===== config.mk =====
export PLATFORM = sky130hd
export DESIGN_NAME = mem_acc_ldst_port
export DESIGN_NICKNAME = d
export VERILOG_FILES = /design/src/rtl/mem_acc_ldst_port.sv
export SDC_FILE = /design/constraint.sdc
export NUM_CORES = 1
export LEC_CHECK = 0
export CAP_MARGIN = 10
export CORE_AREA = 2 2 186 188
export DETAILED_ROUTE_END_ITERATION = 12
export DIE_AREA = 0 0 188 190
export DONT_BUFFER_PORTS = 1
export GPL_ROUTABILITY_DRIVEN = 0
export PLACE_DENSITY = 0.6
export SYNTH_ARGS = -nofsm -noshare
export SYNTH_HDL_FRONTEND = slang
export SYNTH_SLANG_ARGS = --single-unit

===== constraint.sdc =====
create_clock -name clk -period 4.4 [get_ports clk]
set_input_delay 0.66 -clock clk [delete_from_list [all_inputs] [get_ports clk]]
set_output_delay 0.66 -clock clk [all_outputs]
set_load 0.1 [all_outputs]

===== src/rtl/mem_acc_ldst_port.sv =====
// mem_acc_ldst_port
//   Memory-access-controller endpoint for one PE's LD/ST interface. The LD/ST
//   unit asks for ownership of the PE SRAM. Ownership is granted only while the
//   DMA engine is idle, and a grant already held is never revoked. Once granted,
//   write and read requests are accepted under valid/ready flow control and are
//   issued to the SRAM one cycle later. Read data is returned in request order
//   through a small return FIFO that the LD/ST unit can stall with read_pause.
//
// Ports
//   clk, reset_poweron            sole clock; synchronous active-high reset
//   ldst__memc__request/released  ownership request / release from LD/ST
//   memc__ldst__granted           ownership held (GRANTED or DRAIN)
//   ldst__memc__write_*           write request channel, memc__ldst__write_ready
//   ldst__memc__read_*            read request channel, memc__ldst__read_ready
//   memc__ldst__read_data(_valid) read return channel, stalled by ldst__memc__read_pause
//   dmac__memc__busy              DMA owns the SRAM; blocks a new grant only
//   memc__sram__*                 registered SRAM access port
//   sram__memc__rdata             SRAM read data, MEM_RD_LATENCY cycles after enable

module mem_acc_ldst_port #(
  parameter int ADDR_WIDTH     = 24,
  parameter int DATA_WIDTH     = 64,
  parameter int MEM_RD_LATENCY = 2,
  parameter int RD_FIFO_DEPTH  = 4
) (
  input  logic                  clk,
  input  logic                  reset_poweron,
  input  logic                  ldst__memc__request,
  output logic                  memc__ldst__granted,
  input  logic                  ldst__memc__released,
  input  logic                  ldst__memc__write_valid,
  input  logic [ADDR_WIDTH-1:0] ldst__memc__write_address,
  input  logic [DATA_WIDTH-1:0] ldst__memc__write_data,
  output logic                  memc__ldst__write_ready,
  input  logic                  ldst__memc__read_valid,
  input  logic [ADDR_WIDTH-1:0] ldst__memc__read_address,
  output logic                  memc__ldst__read_ready,
  output logic [DATA_WIDTH-1:0] memc__ldst__read_data,
  output logic                  memc__ldst__read_data_valid,
  input  logic                  ldst__memc__read_pause,
  input  logic                  dmac__memc__busy,
  output logic                  memc__sram__enable,
  output logic                  memc__sram__write,
  output logic [ADDR_WIDTH-1:0] memc__sram__address,
  output logic [DATA_WIDTH-1:0] memc__sram__wdata,
  input  logic [DATA_WIDTH-1:0] sram__memc__rdata
);

  localparam int PTR_W = $clog2(RD_FIFO_DEPTH);
  localparam int CNT_W = PTR_W + 1;
  localparam logic [CNT_W-1:0] DEPTH_CNT = CNT_W'(RD_FIFO_DEPTH);

  typedef enum logic [1:0] {
    ST_IDLE    = 2'd0,
    ST_GRANTED = 2'd1,
    ST_DRAIN   = 2'd2
  } state_t;

  state_t                state_reg;
  logic                  granted_reg;

  logic                  sram_enable_reg;
  logic                  sram_write_reg;
  logic [ADDR_WIDTH-1:0] sram_address_reg;
  logic [DATA_WIDTH-1:0] sram_wdata_reg;

  logic [CNT_W-1:0]      outstanding_reg;
  logic [CNT_W-1:0]      outstanding_next;

  logic [MEM_RD_LATENCY-1:0] rd_tag_reg;
  logic [MEM_RD_LATENCY-1:0] rd_tag_next;

  logic [DATA_WIDTH-1:0] fifo_mem [RD_FIFO_DEPTH];
  logic [CNT_W-1:0]      fifo_wr_ptr_reg;
  logic [CNT_W-1:0]      fifo_rd_ptr_reg;

  logic wr_accept;
  logic rd_accept;
  logic rd_pop;
  logic fifo_push;
  logic fifo_empty;
  logic sram_rd_issued;

  genvar gi;

  // ---------------------------------------------------------------------------
  // Request-side handshakes
  // ---------------------------------------------------------------------------
  // Reads are capped by the outstanding count (SRAM pipeline + FIFO), so the
  // FIFO always has room for every rdata beat that comes back.
  assign memc__ldst__write_ready = (state_reg == ST_GRANTED);
  assign memc__ldst__read_ready  = (state_reg == ST_GRANTED) &&
                                   !ldst__memc__write_valid &&
                                   (outstanding_reg < DEPTH_CNT);

  assign wr_accept = ldst__memc__write_valid && memc__ldst__write_ready;
  assign rd_accept = ldst__memc__read_valid  && memc__ldst__read_ready;

  assign memc__ldst__granted = granted_reg;

  // ---------------------------------------------------------------------------
  // Ownership FSM
  // ---------------------------------------------------------------------------
  // DRAIN keeps the grant asserted until every accepted read has been handed
  // back, so the LD/ST unit never loses data it already asked for.
  always_ff @(posedge clk) begin
    if (reset_poweron) begin
      state_reg   <= ST_IDLE;
      granted_reg <= 1'b0;
    end else begin
      case (state_reg)
        ST_IDLE: begin
          if (ldst__memc__request && !dmac__memc__busy) begin
            state_reg   <= ST_GRANTED;
            granted_reg <= 1'b1;
          end
        end
        ST_GRANTED: begin
          if (ldst__memc__released && !ldst__memc__request) begin
            state_reg <= ST_DRAIN;
          end
        end
        ST_DRAIN: begin
          if ((outstanding_reg == '0) && fifo_empty) begin
            state_reg   <= ST_IDLE;
            granted_reg <= 1'b0;
          end
        end
        default: begin
          state_reg   <= ST_IDLE;
          granted_reg <= 1'b0;
        end
      endcase
    end
  end

  // ---------------------------------------------------------------------------
  // SRAM issue register: one access per accepted request, all-zero otherwise
  // ---------------------------------------------------------------------------
  always_ff @(posedge clk) begin
    if (reset_poweron) begin
      sram_enable_reg  <= 1'b0;
      sram_write_reg   <= 1'b0;
      sram_address_reg <= '0;
      sram_wdata_reg   <= '0;
    end else if (wr_accept) begin
      sram_enable_reg  <= 1'b1;
      sram_write_reg   <= 1'b1;
      sram_address_reg <= ldst__memc__write_address;
      sram_wdata_reg   <= ldst__memc__write_data;
    end else if (rd_accept) begin
      sram_enable_reg  <= 1'b1;
      sram_write_reg   <= 1'b0;
      sram_address_reg <= ldst__memc__read_address;
      sram_wdata_reg   <= '0;
    end else begin
      sram_enable_reg  <= 1'b0;
      sram_write_reg   <= 1'b0;
      sram_address_reg <= '0;
      sram_wdata_reg   <= '0;
    end
  end

  assign memc__sram__enable  = sram_enable_reg;
  assign memc__sram__write   = sram_write_reg;
  assign memc__sram__address = sram_address_reg;
  assign memc__sram__wdata   = sram_wdata_reg;

  // ---------------------------------------------------------------------------
  // Read tag pipeline: marks the cycle in which SRAM rdata belongs to a read
  // ---------------------------------------------------------------------------
  // Bit k is set in the cycle k+1 after the read appeared on the SRAM port, so
  // the top bit lines up with the cycle in which rdata is valid.
  assign sram_rd_issued = sram_enable_reg && !sram_write_reg;
  assign rd_tag_next[0] = sram_rd_issued;

  generate
    for (gi = 1; gi < MEM_RD_LATENCY; gi++) begin : g_rd_tag
      assign rd_tag_next[gi] = rd_tag_reg[gi-1];
    end
  endgenerate

  // Clearing the tags on reset is what discards rdata from pre-reset reads.
  always_ff @(posedge clk) begin
    if (reset_poweron) begin
      rd_tag_reg <= '0;
    end else begin
      rd_tag_reg <= rd_tag_next;
    end
  end

  assign fifo_push = rd_tag_reg[MEM_RD_LATENCY-1];

  // ---------------------------------------------------------------------------
  // Return FIFO
  // ---------------------------------------------------------------------------
  // Pointers carry one extra wrap bit so full and empty are distinguishable.
  // The head is shown combinationally; pushes only touch the tail, so the
  // presented beat stays stable while the consumer pauses.
  assign fifo_empty = (fifo_wr_ptr_reg == fifo_rd_ptr_reg);
  assign rd_pop     = !fifo_empty && !ldst__memc__read_pause;

  always_ff @(posedge clk) begin
    if (fifo_push) begin
      fifo_mem[fifo_wr_ptr_reg[PTR_W-1:0]] <= sram__memc__rdata;
    end
  end

  always_ff @(posedge clk) begin
    if (reset_poweron) begin
      fifo_wr_ptr_reg <= '0;
      fifo_rd_ptr_reg <= '0;
    end else begin
      if (fifo_push) begin
        fifo_wr_ptr_reg <= fifo_wr_ptr_reg + 1'b1;
      end
      if (rd_pop) begin
        fifo_rd_ptr_reg <= fifo_rd_ptr_reg + 1'b1;
      end
    end
  end

  assign memc__ldst__read_data_valid = !fifo_empty;
  assign memc__ldst__read_data       = fifo_empty ? '0
                                       : fifo_mem[fifo_rd_ptr_reg[PTR_W-1:0]];

  // ---------------------------------------------------------------------------
  // Outstanding reads: accepted but not yet handed back to the LD/ST unit
  // ---------------------------------------------------------------------------
  always_comb begin
    outstanding_next = outstanding_reg;
    if (rd_accept && !rd_pop) begin
      outstanding_next = outstanding_reg + 1'b1;
    end else if (!rd_accept && rd_pop) begin
      outstanding_next = outstanding_reg - 1'b1;
    end
  end

  always_ff @(posedge clk) begin
    if (reset_poweron) begin
      outstanding_reg <= '0;
    end else begin
      outstanding_reg <= outstanding_next;
    end
  end

endmodule


# Word-level counts from Yosys, hierarchy flattened
# Memories as Yosys holds them, arrays and structs flattened. A register that Yosys moved wholly into a read port is not among the register bits.
# Index checks and enable logic that the tools add are counted.
# word_totals
regBits	104
output_inout_bits	158
n_memories	1
ram_bits	256
elab_cells	68
# memory_table
name	depth	word_bits	rd	rd_clocked_by_memory_dff	wr	line	source
fifo_mem	4	64	1	1	1	73	logic [DATA_WIDTH-1:0] fifo_mem [RD_FIFO_DEPTH];
# classes
magnitude_cmp	1
bitwise	2
n_addsub	4
n_mux	19
eq_ne	6
n_reduce_logical	25
# op_table
cell	count
64-bit two-way mux	1
24-bit two-way mux	2
1-bit logical AND	11
2-bit two-way mux	5
3-bit by 1-bit adder with 3-bit output, second input constant	3
1-bit zero test	8
1-bit two-way mux	7
3-bit two-way mux	2
2-bit case mux with 3 select lines	1
3-bit AND reduction	2
2-bit inequality test, second input constant	2
3-bit == test	1
3-bit zero test	1
3-bit < comparator, second input constant	1
1-bit case mux with 3 select lines	1
3-bit by 1-bit subtractor with 3-bit output, second input constant	1
2-bit by 1-bit == test with 1-bit output, second input constant	1
2-bit == test, second input constant	1
2-bit zero test	1
2-bit by 1-bit inequality test with 1-bit output, second input constant	1
1-bit NOT	2
2-bit nonzero test	1
2-bit OR reduction	1

# Depth between registers and ports, before layout
# Gate-level depths: netlist (run 1).
# depth
ltp_word	8
ltp_mapped	10
depth_no_buf	9

# Worst setup path after synthesis (run 1)
# OpenSTA, ideal clock, no wires.
# synth_timing
path_type	input to register
startpoint	in ldst__memc__write_valid
endpoint	reg outstanding_reg[2]
slack_ps	1204
n_path_buf	0
cell_stages	8
t_arrival_ps	3125
path_cell_list	nor4b_4 and2_1 ha_1 inv_1 fa_1 xor2_1 or3_1 a21oi_1
# synth_via
elab_chain_cells	7
word_cells_on_any_way	9
cone_classes	1 x mux; 8 x reduce/logical
# synth_lines
item	line	source
start, declared	31	input logic ldst__memc__write_valid,
1-bit zero test *	93	!ldst__memc__write_valid &&
1-bit logical AND *	92	assign memc__ldst__read_ready = (state_reg == ST_GRANTED) &&
1-bit logical AND *	93	
1-bit logical AND *	97	assign rd_accept = ldst__memc__read_valid && memc__ldst__read_ready;
1-bit zero test	234	end else if (!rd_accept && rd_pop) begin
1-bit logical AND	234	
2-bit nonzero test (no line)	n/a	
end signal, assigned	243	outstanding_reg <= outstanding_next;
end, declared	67	logic [CNT_W-1:0] outstanding_reg;
# Every way passes the cells marked *; elsewhere a longest branch is shown, timed or not.
# A chain may end at the register's enable or synchronous reset.

==> results of run 1 <==
==> worst paths after layout <==
path / slack, ns / end / cells past startpoint
max: 1.03 / memc__ldst__read_data[53] / 3
min: 0.21 / rd_tag_reg[1] / 1
max reg2reg: 1.94 / outstanding_reg[2] / 9
min reg2reg: 0.45 / rd_tag_reg[1] / 1
==> Yosys cell counts, drive strengths merged (2+ instances only) <==
cell type,n,area [um^2]
xnor2,2,17.5
buf,27,252
or4,2,15.0
and3,2,12.5
nor3,3,20.0
ha,6,75.1
clkbuf,9,41.3
a22o,24,210
o21ai,6,30.0
and2,69,432
xor2,5,66.3
nand2,3,11.3
inv,6,22.5
or2,2,12.5
dfxtp,106,2120
nand2b,2,12.5
mux2i,2,20.0
nand3b,3,22.5
edfxtp,256,7690
nor4b,2,32.5
or3,3,18.8
nor2,7,26.3
mux4,64,1440
nor3b,3,22.5
nand3,3,15.0
a21oi,2,10.0
nor2b,67,672
==> final cells by class <==
class                   instances  share of cell area, %
inverters                       6                  0.149
repair buffers                 21                   1.12
clock inverters                19                   1.10
well taps                     455                   3.76
clock buffers                  50                   7.06
flip-flops and latches        362                   64.8
multi-input cells             290                   22.1
==> metal layers <==
layer	share of wire, %	global-route usage, %	up-vias
met5	0	0	-
met4	2.5	5.42	0
met3	9.3	5.55	47
met2	52	28.7	301
met1	36	17.9	3051
li1	-	-	2683
==> through the flow <==
step	area (um^2)	hold WS [ns]
after floorplan	13400	0.414
after detailed placement	13900	0.437
after global routing	15200	0.172
final	15200	0.212
after global placement	13900	0.446
after CTS	15200	0.168
==> placed cells by master, fill, tap and decap left out, types with 4 or more instances in the layout <==
cell type	synthesis	layout
clkinv_2	0	6
inv_1	6	6
clkinv_1	0	4
ha_1	6	6
clkbuf_16	0	41
nor2b_4	30	30
clkbuf_1	3	8
and2_1	69	65
mux4_2	64	64
nor2_1	7	7
o21ai_0	6	6
dfxtp_1	106	104
and2_4	0	4
edfxtp_1	256	256
buf_4	5	20
nor2b_2	11	35
a22o_1	24	24
==> logic make-up after synthesis <==
logic type / count (synthesis)
compound gates: 36
xor+xnor: 7
fa+ha+maj: 7
buf+inv: 42
flops: 362
mux: 66
simple gates: 174
==> report_power, final <==
| part | internal (W) | switching [W] |
|---|---|---|
| Sequential | 0.00368 | 0.000207 |
| Combinational | 0.000494 | 0.00142 |
| Clock | 0.00185 | 0.00127 |
| Total | 0.00603 | 0.00290 |
==> results.sh, run 1 <==
export IMPL_outcome="completed"
export IMPL_slew_viol_final=0
export IMPL_crit_buf_inv=1
export IMPL_fmax_ghz=0.297
export IMPL_synth_cells=694
export IMPL_die_h_um=190
export IMPL_worstSkewPairLatency_ns=0.51
export IMPL_hpwl_um=19100
export IMPL_io_pins=342
export IMPL_cts_root_buf="clkbuf_16"
export IMPL_route_detailed_drc=0
export IMPL_core_area_um2=33900
export IMPL_endpoint_kind="primary output"
export IMPL_grt_pass1_vias=6671
export IMPL_std_cell_rows=68
export IMPL_synth_nets=885
export IMPL_viasPerCell=5.06
export IMPL_worst_slew_pin_slew_ns=1.16
export IMPL_cts_buffers=39
export IMPL_grt_max_degree=91
export IMPL_postCtsSetupRepairBufs=0
export IMPL_grt_antenna_before_repair=0
export IMPL_preCtsSetupSlack_ns=1.46
export IMPL_finalClockSkew_ns=0.0123
export IMPL_routed_wl_um=28700
export IMPL_cap_violations=0
export IMPL_dr_total_vias=6082
export IMPL_antenna_cells=0
export IMPL_htreeDepth=2
export IMPL_synth_compound_area_share_pct=2.10
export IMPL_yosysSeqAreaShare_pct=73.3
export IMPL_hold_viol_final=0
export IMPL_place_inst=1134
export IMPL_dieArea_um2=35700
export IMPL_largest_reg_flops=256
export IMPL_avgRoutedWirePerCell_um=23.8
export IMPL_grt_pass1_wl_um=42600
export IMPL_synthFlopType="edfxtp_1"
export IMPL_synth_async_reset_ratio_pct=0
export IMPL_firstDrtPassIters=4
export IMPL_drt_iter0_drc=355
export IMPL_cts_resized=0
export IMPL_postCtsHoldBufs=0
export IMPL_path_cells="buf_4 > mux4_2 > nor2b_2"
export IMPL_synthesis_area_um2=13400
export IMPL_period_minus_slack_ns=3.37
export IMPL_cpMaxStageDelayCell="nor2b_2"
export IMPL_synth_xor_area_share_pct=0.626
export IMPL_worstHoldPathType="primary input to register"
export IMPL_cp_top_family="simple AND/OR/NAND/NOR gates"
export IMPL_placement_io_buffers=0
export IMPL_ff_latch_area_um2=9820
export IMPL_path_max_fanout=26
export IMPL_power_w=0.00892
export IMPL_min_period_over_period_pct=76.6
export IMPL_ys_types=45
export IMPL_setup_tns_ns=0
export IMPL_crit_path_max_incr_delay_ns=0.86
export IMPL_syn2layout_area_growth_pct=13.2
export IMPL_drtAntennaViolNets=0
export IMPL_crit_arrival_ns=2.71
export IMPL_start_kind="register"
export IMPL_layoutNonFillerInstCount=1203
export IMPL_synth_fa_ha_area_share_pct=0.710
export IMPL_fillers=2867
export IMPL_maxSlewHeadroom_pct=22.6
export IMPL_ys_seq_elements=362
export IMPL_fp_dieW_um=188
export IMPL_powerDensity_nw_per_um2=589
export IMPL_fin_ws_ns=1.03
export IMPL_clockBufferDepth=3
export IMPL_synth_edf_count=256
export IMPL_setup_viol=0
export IMPL_rsz0062_at_grt="no"
export IMPL_cts_tree="yes"
export IMPL_multi_input_area_um2=3340
export IMPL_clkSinkCount=362
export IMPL_final_util_pct=44.7
export IMPL_start_util_pct=39.4
export IMPL_synthSimpleGateAreaFrac_pct=10.0
export IMPL_synth_top_family_by_area="multiplexers"
export IMPL_vdd_ir_drop_max_v=0.000277
export IMPL_cts_clk_slew_worst_paths_ns=0.06
export IMPL_timing_rr_start="state_reg[0]"
export IMPL_cp_required_ns=3.74
export IMPL_overflow=0
export IMPL_hp_start="reset_poweron"
export IMPL_drive_gt1_share_pct=29.3
export IMPL_grt_usage_pct=16.1
export IMPL_synthMuxAreaShare_pct=10.9
export IMPL_power_leakage_nw=5.01
export IMPL_ys_warn_count=0
export IMPL_finalNetCount=911
export IMPL_syn_area_per_cell_um2=19.3
export IMPL_critPathKind="register to primary output"
(Power assumes the default switching activity.)
==> inputs of run 2 (changes only) <==
clock period = 3.5 ns   (was 4.4 ns; I/O delays follow)
==> results.sh, run 2 (same netlist as run 1, synthesis figures left out) <==
export IMPL_start_kind="register"
export IMPL_drtAntennaViolNets=0
export IMPL_powerDensity_nw_per_um2=739
export IMPL_finalNetCount=938
export IMPL_finalClockSkew_ns=0.0143
export IMPL_placement_io_buffers=0
export IMPL_hpwl_um=20000
export IMPL_fp_dieW_um=188
export IMPL_syn2layout_area_growth_pct=15.6
export IMPL_grt_pass1_wl_um=43900
export IMPL_postCtsSetupRepairBufs=0
export IMPL_firstDrtPassIters=4
export IMPL_viasPerCell=5.09
export IMPL_grt_max_degree=91
export IMPL_met3_usage_pct=5.83
export IMPL_dieArea_um2=35700
export IMPL_comb_power_share_pct=23.0
export IMPL_slew_viol_final=0
export IMPL_fmax_ghz=0.346
export IMPL_layoutNonFillerInstCount=1231
export IMPL_io_pins=342
export IMPL_setup_tns_ns=0
export IMPL_layout_common_cells="edfxtp_1 (256), dfxtp_1 (104), and2_1 (65), mux4_2 (64), clkbuf_16 (42)"
export IMPL_clockBufferDepth=3
export IMPL_cts_root_buf="clkbuf_16"
export IMPL_worstHoldPathType="primary input to register"
export IMPL_critPathKind="register to primary output"
export IMPL_power_w=0.0114
export IMPL_multi_input_area_um2=3340
export IMPL_largest_reg_flops=256
export IMPL_p_sw_share_pct=32.2
export IMPL_die_h_um=190
export IMPL_path_max_fanout=8
export IMPL_grt_pass1_vias=6910
export IMPL_seq_power_share_pct=42.3
export IMPL_maxSlewHeadroom_pct=23.7
export IMPL_drt_iter0_drc=400
export IMPL_crit_arrival_ns=2.37
export IMPL_dr_total_vias=6262
export IMPL_hold_viol_final=0
export IMPL_worstSkewPairLatency_ns=0.51
export IMPL_grt_antenna_before_repair=3
export IMPL_fillers=2842
export IMPL_clkSinkCount=362
export IMPL_cts_clk_slew_worst_paths_ns=0.06
export IMPL_rsz0062_at_grt="no"
export IMPL_ff_latch_area_um2=9820
export IMPL_clkPwrFrac_pct=34.7
export IMPL_cts_tree="yes"
export IMPL_drive_gt1_share_pct=31.8
export IMPL_outcome="completed"
export IMPL_std_cell_rows=68
export IMPL_worst_slew_pin_slew_ns=1.15
export IMPL_period_minus_slack_ns=2.89
export IMPL_core_area_um2=33900
export IMPL_met1_usage_pct=17.7
export IMPL_avgRoutedWirePerCell_um=24.0
export IMPL_start_util_pct=39.4
export IMPL_routed_wl_um=29500
export IMPL_vdd_ir_drop_max_v=0.000456
export IMPL_grt_usage_pct=16.5
export IMPL_route_detailed_drc=0
export IMPL_mostFrequentLayoutCell="edfxtp_1"
export IMPL_setup_viol=0
export IMPL_cap_violations=0
export IMPL_endpoint_kind="primary output"
export IMPL_cts_resized=0
export IMPL_htreeDepth=2
export IMPL_place_inst=1162
export IMPL_min_period_over_period_pct=82.6
export IMPL_internal_power_w=0.00775
export IMPL_cts_buffers=38
export IMPL_met2_usage_pct=30.0
export IMPL_p_sw_w=0.00369
export IMPL_cp_required_ns=2.97
export IMPL_power_leakage_nw=5.18
export IMPL_postCtsHoldBufs=0
export IMPL_gr_max_usage_layer="met2"
export IMPL_overflow=0
==> run 2: cell types whose count changed in the layout (fill, tap and decap cells not counted), sizes merged <==
cell,delta
diode,+3
clkinv,-3
clkbuf,-1
buf,+28
clkinvlp,+1
==> run 2: critical path: stages (launching register included) <==
cell and delay (ns):
dfxtp_1 0.45, xor2_2 0.19, nor3_4 0.41, buf_4 0.29
buf_4 0.22, nor2b_2 0.06, buf_4 0.23
==> run 2: metrics by stage <==
step	setup slack (ns)	util, %	hold slack (ns)	instance area (um^2)
2_1_floorplan	0.439	-	0.414	13400
3_3_place_gp	0.967	41.9	0.449	14200
3_5_place_dp	0.942	41.9	0.446	14200
4_1_cts	0.547	45.6	0.0539	15500
5_1_grt	0.451	45.6	0.0485	15500
6_report	0.608	45.6	0.0831	15500
==> run 2: cell type report <==
class / count / share of cell area, %
antenna: 3 / 0.0485
clock buffer: 49 / 7.15
clock inverter: 17 / 0.970
inverter: 6 / 0.145
multi-input combinational: 290 / 21.6
sequential: 362 / 63.4
tap: 455 / 3.68
timing repair buffer: 49 / 3.02
==> run 2: worst paths after layout <==
check | start | end | slack [ns] | cells past startpoint
setup reg to reg | fifo_wr_ptr_reg[1] | outstanding_reg[2] | 0.96 | 9
hold / removal | reset_poweron | rd_tag_reg[1] | 0.08 | 1
hold reg to reg | rd_tag_reg[0] | rd_tag_reg[1] | 0.45 | 1
setup / recovery | fifo_wr_ptr_reg[1] | memc__ldst__read_data[6] | 0.61 | 6
==> run 2: routing by layer <==
| metal | up-vias | share of wire [%] | routed length [um] |
|---|---|---|---|
| met1 | 3180 | 36 | 10500 |
| li1 | 2740 | - | - |
| met2 | 290 | 53 | 15700 |
| met5 | - | 0 | 0 |
| met4 | 0 | 2.9 | 866 |
| met3 | 52 | 8.4 | 2490 |
==> run 2: power by group through the flow <==
stage | Combinational [W] | Sequential, W | Clock [W]
after floorplan | 0.00231 | 0.00490 | 0
after global placement | 0.00265 | 0.00492 | 0
after detailed placement | 0.00267 | 0.00493 | 0
after CTS | 0.00267 | 0.00484 | 0.00409
after global routing | 0.00275 | 0.00484 | 0.00426
final | 0.00263 | 0.00483 | 0.00397
